## src/rtl/bm_dag3_out_fifo_pkg.sv

```systemverilog
// Shared defaults and occupancy encodings for the DAG output capture FIFO.
package bm_dag3_out_fifo_pkg;

  localparam int BITS_DEF      = 2;
  localparam int DEPTH_DEF     = 4;
  localparam int ADDR_BITS_DEF = 2;

  typedef enum logic [1:0] {
    ST_EMPTY   = 2'd0,
    ST_PARTIAL = 2'd1,
    ST_FULL    = 2'd2
  } occ_e;

endpackage : bm_dag3_out_fifo_pkg

```

## src/rtl/bm_dag3_out_fifo_mem.sv

```systemverilog
// DEPTH x BITS register array: one synchronous write port, one asynchronous read port.
module bm_dag3_out_fifo_mem #(
  parameter int BITS      = 2,
  parameter int ADDR_BITS = 2
) (
  input  logic                 clock,
  input  logic                 we,
  input  logic [ADDR_BITS-1:0] waddr,
  input  logic [BITS-1:0]      wdata,
  input  logic [ADDR_BITS-1:0] raddr,
  output logic [BITS-1:0]      rdata
);

  localparam int DEPTH = 1 << ADDR_BITS;

  logic [BITS-1:0] mem_q [DEPTH];

  // NOTE: storage has no reset; stale entries are never observed because the
  // top masks out_data while empty, and a reset here would cost a reset net per bit.
  always_ff @(posedge clock) begin
    if (we) mem_q[waddr] <= wdata;
  end

  assign rdata = mem_q[raddr];

endmodule : bm_dag3_out_fifo_mem

```

## src/rtl/bm_dag3_out_fifo.sv

```systemverilog
// Show-ahead circular FIFO capturing DAG result words, with a running XOR signature.
module bm_dag3_out_fifo
  import bm_dag3_out_fifo_pkg::*;
#(
  parameter int BITS      = BITS_DEF,
  parameter int DEPTH     = DEPTH_DEF,
  parameter int ADDR_BITS = ADDR_BITS_DEF
) (
  input  logic                 clock,
  input  logic                 reset,
  input  logic [BITS-1:0]      in_data,
  input  logic                 in_valid,
  output logic                 in_ready,
  output logic [BITS-1:0]      out_data,
  output logic                 out_valid,
  input  logic                 out_ready,
  input  logic                 sig_clear,
  output logic [ADDR_BITS:0]   count,
  output logic [BITS-1:0]      signature
);

  localparam logic [ADDR_BITS:0] FULL_CNT = (ADDR_BITS+1)'(DEPTH);

  logic [ADDR_BITS-1:0] wr_ptr_q, wr_ptr_d;
  logic [ADDR_BITS-1:0] rd_ptr_q, rd_ptr_d;
  logic [ADDR_BITS:0]   count_q,  count_d;
  logic [BITS-1:0]      sig_q,    sig_d;
  logic [BITS-1:0]      rd_word;
  logic                 push, pop;
  occ_e                 status;

  always_comb begin
    status = ST_PARTIAL;
    if (count_q == '0)      status = ST_EMPTY;
    else if (count_q == FULL_CNT) status = ST_FULL;
  end

  assign in_ready  = (status != ST_FULL);
  assign out_valid = (status != ST_EMPTY);
  assign push      = in_valid & in_ready;
  assign pop       = out_valid & out_ready;

  // NOTE: every variable gets a default at the top of the block so no path
  // leaves it unassigned, which would otherwise infer a latch.
  always_comb begin
    wr_ptr_d = wr_ptr_q;
    rd_ptr_d = rd_ptr_q;
    count_d  = count_q;
    sig_d    = sig_clear ? '0 : sig_q;
    if (push) begin
      wr_ptr_d = wr_ptr_q + ADDR_BITS'(1);
      sig_d    = sig_d ^ in_data;
    end
    if (pop) rd_ptr_d = rd_ptr_q + ADDR_BITS'(1);
    if (push && !pop)      count_d = count_q + (ADDR_BITS+1)'(1);
    else if (pop && !push) count_d = count_q - (ADDR_BITS+1)'(1);
  end

  // NOTE: state registers use non-blocking assignments so every flop samples
  // the pre-edge values, independent of statement order.
  always_ff @(posedge clock or posedge reset) begin
    if (reset) begin
      wr_ptr_q <= '0;
      rd_ptr_q <= '0;
      count_q  <= '0;
      sig_q    <= '0;
    end else begin
      wr_ptr_q <= wr_ptr_d;
      rd_ptr_q <= rd_ptr_d;
      count_q  <= count_d;
      sig_q    <= sig_d;
    end
  end

  bm_dag3_out_fifo_mem #(
    .BITS      (BITS),
    .ADDR_BITS (ADDR_BITS)
  ) u_mem (
    .clock (clock),
    .we    (push),
    .waddr (wr_ptr_q),
    .wdata (in_data),
    .raddr (rd_ptr_q),
    .rdata (rd_word)
  );

  assign out_data  = out_valid ? rd_word : '0;
  assign count     = count_q;
  assign signature = sig_q;

  // Occupancy may only step one status level per cycle.
  a_no_empty_to_full: assert property (
    @(posedge clock) disable iff (reset) (status == ST_EMPTY) |=> (status != ST_FULL));
  a_no_push_when_full: assert property (
    @(posedge clock) disable iff (reset) (status == ST_FULL) |-> !push);

endmodule : bm_dag3_out_fifo

```

## config.mk

```make
export PLATFORM = sky130hd
export DESIGN_NAME = bm_dag3_out_fifo
export DESIGN_NICKNAME = d
export VERILOG_FILES = /design/src/rtl/bm_dag3_out_fifo_pkg.sv /design/src/rtl/bm_dag3_out_fifo_mem.sv /design/src/rtl/bm_dag3_out_fifo.sv
export SDC_FILE = /design/constraint.sdc
export NUM_CORES = 1
export LEC_CHECK = 0
export BUFFER_PORTS_ARGS = -buffer_cell sky130_fd_sc_hd__buf_4
export CAP_MARGIN = 20
export CORE_AREA = 2 2 47 49
export DETAILED_ROUTE_END_ITERATION = 12
export DIE_AREA = 0 0 49 51
export PLACE_DENSITY_LB_ADDON = 0.15
export SLEW_MARGIN = 20
export SYNTH_ARGS = -nofsm -noshare
export SYNTH_HDL_FRONTEND = slang
export SYNTH_SLANG_ARGS = --single-unit
```

## constraint.sdc

```tcl
create_clock -name clock -period 2.9 [get_ports clock]
set_input_delay 0.435 -clock clock [delete_from_list [all_inputs] [get_ports clock]]
set_output_delay 0.435 -clock clock [all_outputs]
set_load 0.005 [all_outputs]
```

==> results list <==
- For this run, the detailed router's first-pass iteration total came to 3.
- Number of DRC violations after detailed routing: 0
- Actual transition at the worst max-transition pin: roughly 350 ps
- Slew Limit Fails: 0
* Core outline area: a little over 2000 sq um
- Once the floorplan was initialized, standard cells occupied between 40% and 50% of the core.
- Counting stages on the worst path, the most repeated cell is sky130_fd_sc_hd__xor2_1.
- Cell type group with the largest total delay on the critical path: simple AND/OR/NAND/NOR gates
- The die is 49 um wide.
- The slowest stage of the critical path belongs to the cell sky130_fd_sc_hd__dfrtp_1.
- Type of the worst setup path: reg2reg
- TritonCTS clock tree: built
* Post-CTS sizing: 0
- Once placement finished, the instance area stood at 972 sq um.
- In this run the mean area of a mapped cell was ~14 sq um.
* Headroom to the max-slew limit: roughly three quarters
- Type of destination of the critical path: flop
- Count of final hold-check violations: 0
- Pwr per Cell Area: between 900 and 1000 nW/um^2
* Port bufs: 15
- Maximum number of pins on one net before global-route repair: 12
- Count of max-cap constraint violations: 0
* Min cycle time layout: around 2200 ps
- Hold is met by just over 90 ps.
- Setup violations remaining at the end of the flow were counted as 0.
* Fraction of the mapped netlist area in adder cells: under 10%
- Number of nets in the final layout: a little over 90
- The floorplan step set the die height to 51 um.
- Layout cells sized above 1: 37.7%
* Ranking of synthesized cells by area: sky130_fd_sc_hd__edfxtp_1 29%, sky130_fd_sc_hd__dfrtp_1 27%, sky130_fd_sc_hd__ha_1 7.4%
- The die covers around 2500 sq um.
- In the final routed layout, each cell accounts on average for 11.0 um.
- Post-synthesis share of cell area spent on xor and xnor gates: under 10%
- Via density per instance: approximately 4.4
- Filler instances: roughly 190
- Multiplexer fraction of the synthesized cell area: under 10%
- Worst path max stage delay: 470 ps
- The synthesized design devotes to its leading area cell type between 20 and 30% of total area.
- Across the VDD grid, the largest voltage drop is 0.000519 V.
- The worst setup path is launched from a flop.
- Relative to the synthesized area, the layout overhead comes to 19.2%.
* Hold buffers post-CTS: 0
- Post-detailed-routing wire length: between 1 and 1.5 mm
- N_diodes: 0
- Global placement routability congestion: around 0.66
* Final antenna-violating net count: 0
* Compound-Gate Fraction of Synth Area: 0%
- The number of nets handed over by synthesis was between 70 and 80.
* Achievable frequency: 455 MHz
- After synthesis, the largest family of logic cells by area is simple AND/OR/NAND/NOR gates.
* Synthesized instance count: 60
* Number of global-route vias before repair: 488
- Clk_lat worst skew: approximately 290 ps
* Fraction of the yosys area taken by sequential cells: between 50% and 60%
* Row count: 17
- Result of the run: completed
- Setup repair after global routing left no endpoint under its margin.
* Critical Path RT: approximately 3100 ps
- For this block, the via count after detailed routing is 464.
* Remaining Overflow, GRT: 0
- In this run the number of H-tree levels came out at 1.
- In this run the cell area of the synthesized design comes to 841 sq um.
* Detailed Route Iter0 Violations: 4
* Total of flip-flops plus latches after synthesis: 17
- Master cell of the clock root buffer: sky130_fd_sc_hd__clkbuf_4
- Data arrives at the worst endpoint at about 2400 ps.
- Share of the clock period used by the worst path after layout: ~76%
- 16 I/O pins were placed.
* Initial antenna violation count: 0
- After Yosys synthesis, and, or, nand and nor cells account for between 10% and 20% of the synthesized area.
- The clock drives 17 sinks.
- Detailed placement finished with a half-perimeter wire length of 922 um.
- The biggest area contributor in the post-synthesis netlist is sky130_fd_sc_hd__edfxtp_1.
- Buffers inserted during clock tree synthesis total 3.
* Total power draw: approximately 0.95 mW
- Final standard cell area without fillers: roughly 1000 sq um
- Walking the worst path, the cells encountered are or3_1, nand2_1, ha_1, inv_1, fa_1, xor2_1, nor2_1, xor2_1.
- Clk pin slew, worst setup/hold paths: about 100 ps
- Global-route wire length before repair: approximately 2.0 mm
- Once the clock tree was built, the setup fixing pass inserted 0 buffers.
* Fin Setup TNS: 0 ps
- Overall global routing resource usage: ~11%
- Count of different cell masters after synthesis: 21
* CTS max path bufs: 2
* Leakage component of the power: ~0.43 nW
- The min-delay analysis places its worst path in the category in2async.
- Along the worst path, the maximum fanout reaches 5.
* Combined buffer and inverter count along the critical path: 1
* Warnings, synthesis: 0
- Clock tree skew after final layout: 3.21 ps
## registers in the layout (all words and copies together) (netlist names)
name         count
count            3
rd_ptr_q         2
signature        2
u_mem.mem_q      8
wr_ptr_q         2
## worst register-to-register path: stages, from the launching register on
cell and delay (ps):
sky130_fd_sc_hd__dfrtp_1 470, sky130_fd_sc_hd__or3_1 460, sky130_fd_sc_hd__nand2_1 160, sky130_fd_sc_hd__ha_1 200
sky130_fd_sc_hd__inv_1 60, sky130_fd_sc_hd__fa_1 370, sky130_fd_sc_hd__xor2_1 150, sky130_fd_sc_hd__nor2_1 120
sky130_fd_sc_hd__xor2_1 150
## worst paths after layout
kind / slack [ps] / depth (start not counted) / to / start
max in group asynchronous: 2550 / 2 / rd_ptr_q[0]$_DFFE_PP0P_ / reset
min in group clock: 350 / 1 / u_mem.mem_q[3][1]$_DFFE_PP_ / in_data[1]
max: 700 / 8 / count[2]$_DFFE_PP0P_ / count[1]$_DFFE_PP0P_
max reg2reg: 700 / 8 / count[2]$_DFFE_PP0P_ / count[1]$_DFFE_PP0P_
min: 90 / 2 / wr_ptr_q[1]$_DFFE_PP0P_ / reset
min reg2reg: 530 / 1 / rd_ptr_q[1]$_DFFE_PP0P_ / rd_ptr_q[1]$_DFFE_PP0P_
## cell type report
type                       instances  area, sq um  area share, %
tap                               28         35.0           3.50
clock buffer                       3         22.5           2.25
inverter                           5         18.8           1.87
clock inverter                     1         7.51          0.749
multi-input combinational         36          340           34.0
timing repair buffer              15          113           11.2
sequential                        17          465           46.4
## cells in the mapped netlist, drive strengths merged
cell / count
nand2: 3
nor3b: 1
dfrtp: 9
and2: 6
mux2: 2
nor2b: 1
fa: 1
ha: 5
xor2: 2
or3: 1
edfxtp: 8
mux4: 2
xnor2: 6
nor2: 3
nand2b: 2
buf: 2
inv: 5
nand3: 1
## report_power, final
part	internal, mW	leakage [nW]	switching [mW]
combinational	0.251	0.237	0.149
clock	0.0525	0.0139	0.0787
sequential	0.340	0.180	0.0829
total	0.643	0.431	0.311
## routing by layer
metal / vias up / track usage (%) / share of wire (%)
met1: 223 / 13.6 / 46
met5: - / 0 / 0
li1: 229 / - / -
met4: 0 / 7.14 / 2.1
met3: 4 / 2.05 / 3.2
met2: 8 / 18.0 / 49
## per-stage QoR
stage,setup WS (ps),util [%],std cells
floorplan,834,-,60
global placement,772,47.1,101
detailed placement,711,47.1,101
CTS,689,48.6,105
global route,574,48.6,105
finish,702,48.6,105
## kinds of logic (layout without fill, tap and decap cells)
| kind of cell | Yosys count | count (layout) |
|---|---|---|
| xor gates and xnor gates | 8 | 8 |
| muxes | 4 | 4 |
| adders and majority gates | 6 | 6 |
| DFF | 17 | 17 |
| buffers and inverters | 7 | 24 |
| and+or+nand+nor | 18 | 18 |
## cell usage in the layout (no fill, tap or decap), types with 2 or more instances in the layout
master,instances
sky130_fd_sc_hd__xor2_1,2
sky130_fd_sc_hd__edfxtp_1,8
sky130_fd_sc_hd__buf_4,15
sky130_fd_sc_hd__mux4_2,2
sky130_fd_sc_hd__dfrtp_1,9
sky130_fd_sc_hd__ha_1,5
sky130_fd_sc_hd__xnor2_1,6
sky130_fd_sc_hd__nor2_1,3
sky130_fd_sc_hd__and2_2,4
sky130_fd_sc_hd__clkbuf_4,3
sky130_fd_sc_hd__and2_1,2
sky130_fd_sc_hd__nand2_1,3
sky130_fd_sc_hd__inv_1,5
sky130_fd_sc_hd__nand2b_1,2
No activity file was read; power rests on OpenSTA's default activity.
